<file path="config.mk">
export PLATFORM = sky130hd
export DESIGN_NAME = tt_um_factory_test_multi
export DESIGN_NICKNAME = d
export VERILOG_FILES = /design/src/rtl/factory_test_pkg.sv /design/src/rtl/ft_sync.sv /design/src/rtl/tt_um_factory_test_multi.sv
export SDC_FILE = /design/constraint.sdc
export NUM_CORES = 1
export LEC_CHECK = 0
export BUFFER_PORTS_ARGS = -buffer_cell sky130_fd_sc_hd__buf_2
export CAP_MARGIN = 15
export CORE_ASPECT_RATIO = 1.2
export CORE_MARGIN = 8
export CORE_UTILIZATION = 58
export CTS_CLUSTER_SIZE = 25
export DETAILED_ROUTE_END_ITERATION = 10
export GPL_TIMING_DRIVEN = 0
export PLACE_DENSITY = 0.86
export SLEW_MARGIN = 20
export SYNTH_ARGS = -nofsm -noshare
export SYNTH_HDL_FRONTEND = slang
export SYNTH_SLANG_ARGS = --single-unit
</file>
<file path="constraint.sdc">
create_clock -name clk -period 4.6 [get_ports clk]
set_input_delay 0 -clock clk [delete_from_list [all_inputs] [get_ports clk]]
set_output_delay 0 -clock clk [all_outputs]
set_load 0.03 [all_outputs]
</file>
<file path="src/rtl/factory_test_pkg.sv">
// factory_test_pkg: mode encodings, seeds and default polynomials for the factory-test tile
package factory_test_pkg;

    typedef enum logic [1:0] {
        MODE_COUNT = 2'd0,
        MODE_LFSR  = 2'd1,
        MODE_WALK  = 2'd2,
        MODE_MISR  = 2'd3
    } mode_e;

    localparam logic [7:0] SEED_COUNT     = 8'h00;
    localparam logic [7:0] SEED_WALK      = 8'h01;
    localparam logic [7:0] SEED_MISR      = 8'h00;
    localparam logic [7:0] DEF_LFSR_SEED  = 8'h01;
    localparam logic [7:0] DEF_LFSR_TAPS  = 8'hB8;
    localparam logic [7:0] DEF_MISR_POLY  = 8'h1D;

    // Value loaded into the generator when a mode is entered
    function automatic logic [7:0] seed(input mode_e m, input logic [7:0] lfsr_seed);
        return (m == MODE_LFSR) ? lfsr_seed :
               (m == MODE_WALK) ? SEED_WALK :
               (m == MODE_MISR) ? SEED_MISR : SEED_COUNT;
    endfunction

endpackage

</file>
<file path="src/rtl/ft_sync.sv">
// ft_sync: N-stage flop synchroniser with asynchronous active-low clear
module ft_sync #(
    parameter int STAGES = 2,
    parameter int W      = 1
) (
    input  logic         clk,
    input  logic         rst_n,
    input  logic [W-1:0] d,
    output logic [W-1:0] q
);

    logic [STAGES-1:0][W-1:0] stage_q;
    logic [STAGES-1:0][W-1:0] stage_d;

    // Shift the input one stage deeper each clock
    always_comb begin
        stage_d = {stage_q[STAGES-2:0], d};
    end

    // Stage register, cleared immediately by reset
    always_ff @(posedge clk or negedge rst_n) begin
        if (!rst_n) stage_q <= '0;
        else        stage_q <= stage_d;
    end

    assign q = stage_q[STAGES-1];

endmodule

</file>
<file path="src/rtl/tt_um_factory_test_multi.sv">
// tt_um_factory_test_multi: loopback plus counter/LFSR/walk/MISR generator tile with prescaler and freeze
module tt_um_factory_test_multi
    import factory_test_pkg::*;
#(
    parameter int         RST_SYNC_STAGES = 2,
    parameter int         SYNC_STAGES     = 2,
    parameter int         PRESCALE_W      = 15,
    parameter logic [7:0] LFSR_TAPS       = DEF_LFSR_TAPS,
    parameter logic [7:0] LFSR_SEED       = DEF_LFSR_SEED,
    parameter logic [7:0] MISR_POLY       = DEF_MISR_POLY
) (
    input  logic       clk,
    input  logic       rst_n,
    input  logic       ena,
    input  logic [7:0] ui_in,
    output logic [7:0] uo_out,
    input  logic [7:0] uio_in,
    output logic [7:0] uio_out,
    output logic [7:0] uio_oe
);

    logic                  rst_ok;
    logic                  rst_i;
    logic [6:0]            ctl_s;
    logic [7:0]            uio_s;
    mode_e                 mode_s;
    logic [3:0]            div_s;
    logic                  frz_s;
    logic                  test_en;
    logic                  drive;
    logic                  tick;
    int                    div_c;
    logic [PRESCALE_W-1:0] mask;
    logic [7:0]            gen_next;
    logic [PRESCALE_W-1:0] presc_q, presc_d;
    logic [7:0]            gen_q, gen_d;
    mode_e                 mode_q, mode_d;
    logic                  unused_ok;

    assign unused_ok = &{1'b0, ena};

    ft_sync #(.STAGES(RST_SYNC_STAGES), .W(1)) u_rst_sync (
        .clk(clk), .rst_n(rst_n), .d(1'b1), .q(rst_ok)
    );

    ft_sync #(.STAGES(SYNC_STAGES), .W(7)) u_ctl_sync (
        .clk(clk), .rst_n(rst_n), .d(ui_in[7:1]), .q(ctl_s)
    );

    ft_sync #(.STAGES(SYNC_STAGES), .W(8)) u_uio_sync (
        .clk(clk), .rst_n(rst_n), .d(uio_in), .q(uio_s)
    );

    assign rst_i   = !rst_ok;
    assign mode_s  = mode_e'(ctl_s[1:0]);
    assign div_s   = ctl_s[5:2];
    assign frz_s   = ctl_s[6];
    assign test_en = ui_in[0];
    assign drive   = test_en && (mode_q != MODE_MISR);

    // Generator step for the active mode
    always_comb begin
        case (mode_q)
            MODE_COUNT: gen_next = gen_q + 8'd1;
            MODE_LFSR:  gen_next = (gen_q >> 1) ^ (gen_q[0] ? LFSR_TAPS : 8'h00);
            MODE_WALK:  gen_next = {gen_q[6:0], gen_q[7]};
            default:    gen_next = {gen_q[6:0], 1'b0} ^ (gen_q[7] ? MISR_POLY : 8'h00) ^ uio_s;
        endcase
    end

    // Prescaler tick, mode reseed priority, freeze and synchronous reset hold
    always_comb begin
        presc_d = presc_q;
        gen_d   = gen_q;
        mode_d  = mode_q;
        div_c   = (int'(div_s) > PRESCALE_W) ? PRESCALE_W : int'(div_s);
        mask    = (PRESCALE_W'(1) << div_c) - PRESCALE_W'(1);
        tick    = !frz_s && ((presc_q & mask) == mask);
        if (rst_i) begin
            presc_d = '0;
            gen_d   = 8'h00;
            mode_d  = MODE_COUNT;
        end else if (mode_s != mode_q) begin
            presc_d = '0;
            gen_d   = seed(mode_s, LFSR_SEED);
            mode_d  = mode_s;
        end else begin
            presc_d = frz_s ? presc_q : presc_q + PRESCALE_W'(1);
            gen_d   = tick ? gen_next : gen_q;
        end
    end

    // State registers, cleared at once by rst_n without a clock
    always_ff @(posedge clk or negedge rst_n) begin
        if (!rst_n) begin
            presc_q <= '0;
            gen_q   <= 8'h00;
            mode_q  <= MODE_COUNT;
        end else begin
            presc_q <= presc_d;
            gen_q   <= gen_d;
            mode_q  <= mode_d;
        end
    end

    assign uo_out  = test_en ? gen_q : (ui_in ^ uio_in);
    assign uio_out = drive ? gen_q : 8'h00;
    assign uio_oe  = drive ? 8'hFF : 8'h00;

endmodule
</file>
==> impl_metrics.toml <==
[power]
swShare_pct = 25.51
power.density_mw_per_mm2 = 321.3
p_int_mw = 0.8784
seq_power_share_pct = 44.8
total_power_mw = 1.179
p_sw_mw = 0.3008
comb_power_share_pct = 12.6
max-vdd-ir-drop_uv = 297.1
p_leak_nw = 1.617
clockPowerShare_pct = 42.6

[logic_synthesis]
synth_common_cells = "dfrtp_1, nor2_1, nand2_1"
synth_edf_count = 0
yosysSeqAreaShare_pct = 47.36
synth-warning-count = 0
mappedNetlistArea_mm2 = 0.003012
postSynthAreaPerCell_um2 = 9.907
synthTopCellsByArea = "dfrtp_1, xnor2_1, xor2_1"
synth-main-ff-cell = "dfrtp_1"
synth.distinct_cells = 55
synth_top_area_share_pct = 47.36
yosysTopAreaCell = "dfrtp_1"
synthesis.nets = 326
synth.most_common_cell = "dfrtp_1"
async_flop_share_pct = 100.0
synth_seq_cells = 57
synthCells = 304

[place]
hpwl_um = 4690
pre_cts_ws_ns = 1.776
port_buffers = 41
place_inst = 405
place_congestion = 0.8635

[routing]
drc = 0
first_pass_iters = 5
vias = 2502
wl_um = 7884
drt_iter0_markers = 251
drtAntennaViolNets = 0
wl_per_cell_um = 18.04
vias_per_cell = 5.725

[clocking]
postCtsSetupRepairBufs = 0
clock_latency_ns = 0.33
clock-sinks = 57
cts_tree = "done"
htree_num_levels = 3
ctsResizeCount = 0
clk_pin_slew_ns = 0.06
clockBufferDepth = 2
numCtsBuffers = 9
clockRootBuffer = "clkbuf_8"

[worst_setup_path]
cp_max_fo = 10
crit_required_ns = 4.84
critPathLaunchType = "register"
crit_type = "reg -> reg"
arrival_ns = 3.09
crit_path_end_kind = "register"

[sta]
hold_viol = 0
whs_ns = 0.2659
relSlewSlack_pct = 53.32
skew_ns = 0.005854
period_share_pct = 62.08
worst_slew_pin_slew_ns = 0.7002
rsz0062_at_grt = "false"
timing.fmax_mhz = 350.2
fin_crit_ns = 2.856
drv_slew = 0
fin_setup_tns_ns = 0
setup_viol = 0
worst_slack_ns = 1.744

[floorplanning]
initial_core_util_pct = 60.54
coreArea_mm2 = 0.004975
die_area_mm2 = 0.007764
die_w_um = 81.78
die_h_um = 94.94
num_rows = 28
pin_count = 43

[global_route]
grt_antenna_before_repair = 0
overflow = 0
grt_pass1_vias = 2648
grt.total_usage_pct = 22.18
grt_pass1_wl_um = 13010
grt_max_degree = 58

[layout]
final_cells = 437
fin_nets = 394
drive_above_1_share_pct = 21.49
area_growth_pct = 21.85
fill_cells = 349
antennaDiodeCount = 0

[worst_hold_path]
hold_path_class = "in -> async"

[run_status]
status = "completed"

[job]
max_cap_violations = 0
## flip-flops by register name (all words and copies together) (netlist names)
signal and flops:
gen_q 8, mode_q 2, presc_q 15, u_ctl_sync.q 7
u_ctl_sync.stage_d 7, u_rst_sync.q 1, u_rst_sync.stage_d 1, u_uio_sync.q 8
u_uio_sync.stage_d 8
## final timing paths
path | depth (start not counted) | startpoint | slack [ns] | endpoint
worst max-delay path | 11 | u_ctl_sync.q[3]$_DFF_PN0_ | 1.74 | gen_q[6]$_DFFE_PN0P_
worst min-delay path | 2 | rst_n | 0.27 | u_uio_sync.stage_d[14]$_DFF_PN0_
worst max register to register | 11 | u_ctl_sync.q[3]$_DFF_PN0_ | 1.74 | gen_q[6]$_DFFE_PN0P_
worst min register to register | 0 | u_rst_sync.stage_d[1]$_DFF_PN0_ | 0.35 | u_rst_sync.q$_DFF_PN0_
max in group asynchronous | 2 | rst_n | 3.86 | gen_q[1]$_DFFE_PN0P_
min in group clk | 2 | ui_in[5] | 0.33 | u_ctl_sync.stage_d[11]$_DFF_PN0_
## logic make-up (layout without fill, tap and decap cells)
| family | Yosys count | after routing | synth area share [%] |
|---|---|---|---|
| AO/OA/AOI/OAI | 50 | 50 | 11.18 |
| buffers and inverters | 34 | 107 | 6.440 |
| AND/OR/NAND/NOR | 110 | 110 | 18.94 |
| XOR/XNOR | 39 | 39 | 11.34 |
| adder cells (fa/ha/maj) | 3 | 3 | 1.246 |
| multiplexers | 10 | 10 | 3.365 |
| other | 1 | 1 | 0.1245 |
| flip-flops | 57 | 57 | 47.36 |
## power groups by stage
stage	clock, mW	combinational [mW]	sequential (mW)
after global routing	0.530	0.160	0.529
after floorplan	0	0.0881	0.533
after detailed placement	0	0.131	0.536
after global placement	0	0.127	0.535
final	0.502	0.149	0.528
after CTS	0.505	0.143	0.527
## timing repair
| item | in CTS | in global routing |
|---|---|---|
| hold buffers | 16 | 0 |
| hold endpoints to repair | 72 | 0 |
| endpoints found under the setup margin | 0 | 0 |
## layout make-up
type / instances / area (um^2) / share of cell area [%]
plain buffers: 29 / 175.2 / 4.773
flip-flops and latches: 57 / 1426 / 38.87
inverters: 5 / 18.77 / 0.5114
multi-input cells: 213 / 1395 / 38.02
clock buffers: 11 / 131.4 / 3.580
clock inverters: 5 / 80.08 / 2.182
repair buffers: 57 / 367.9 / 10.02
well taps: 60 / 75.07 / 2.046
## worst max-delay path, cell delays in order (launching register included)
cell	delay (ns)
dfrtp_1	0.43
buf_6	0.16
nor2_1	0.18
nand3_1	0.10
ha_1	0.29
o21ba_2	0.14
o221ai_2	0.07
or4_4	0.50
nor4_4	0.35
buf_6	0.21
a21oi_2	0.07
a211oi_2	0.24
## layer usage
layer,up-vias,part of all wire (%),global-route usage [%]
met1,1197,37,23.56
li1,1149,-,-
met4,0,3.6,12.32
met2,124,52,38.96
met5,-,0,0
met3,32,7.0,5.323
## cell usage in the layout, fill, tap and decap left out, drive strengths merged, types with 9 or more instances in the layout
cell         count
a21oi            9
and2            11
nor2            33
clkbuf          25
o21ai           20
xnor2           21
dlygate4sd3     16
nand2           31
dfrtp           57
mux2i            9
buf             56
xor2            18
nand3            9
## metrics by stage
step           cell area [um^2]  utilization [%]
2_1_floorplan              3012                -
3_3_place_gp               3292            66.17
3_5_place_dp               3294            66.22
4_1_cts                    3666            73.69
5_1_grt                    3670            73.77
6_report                   3670            73.77
Power figures use the tool's default switching activity.
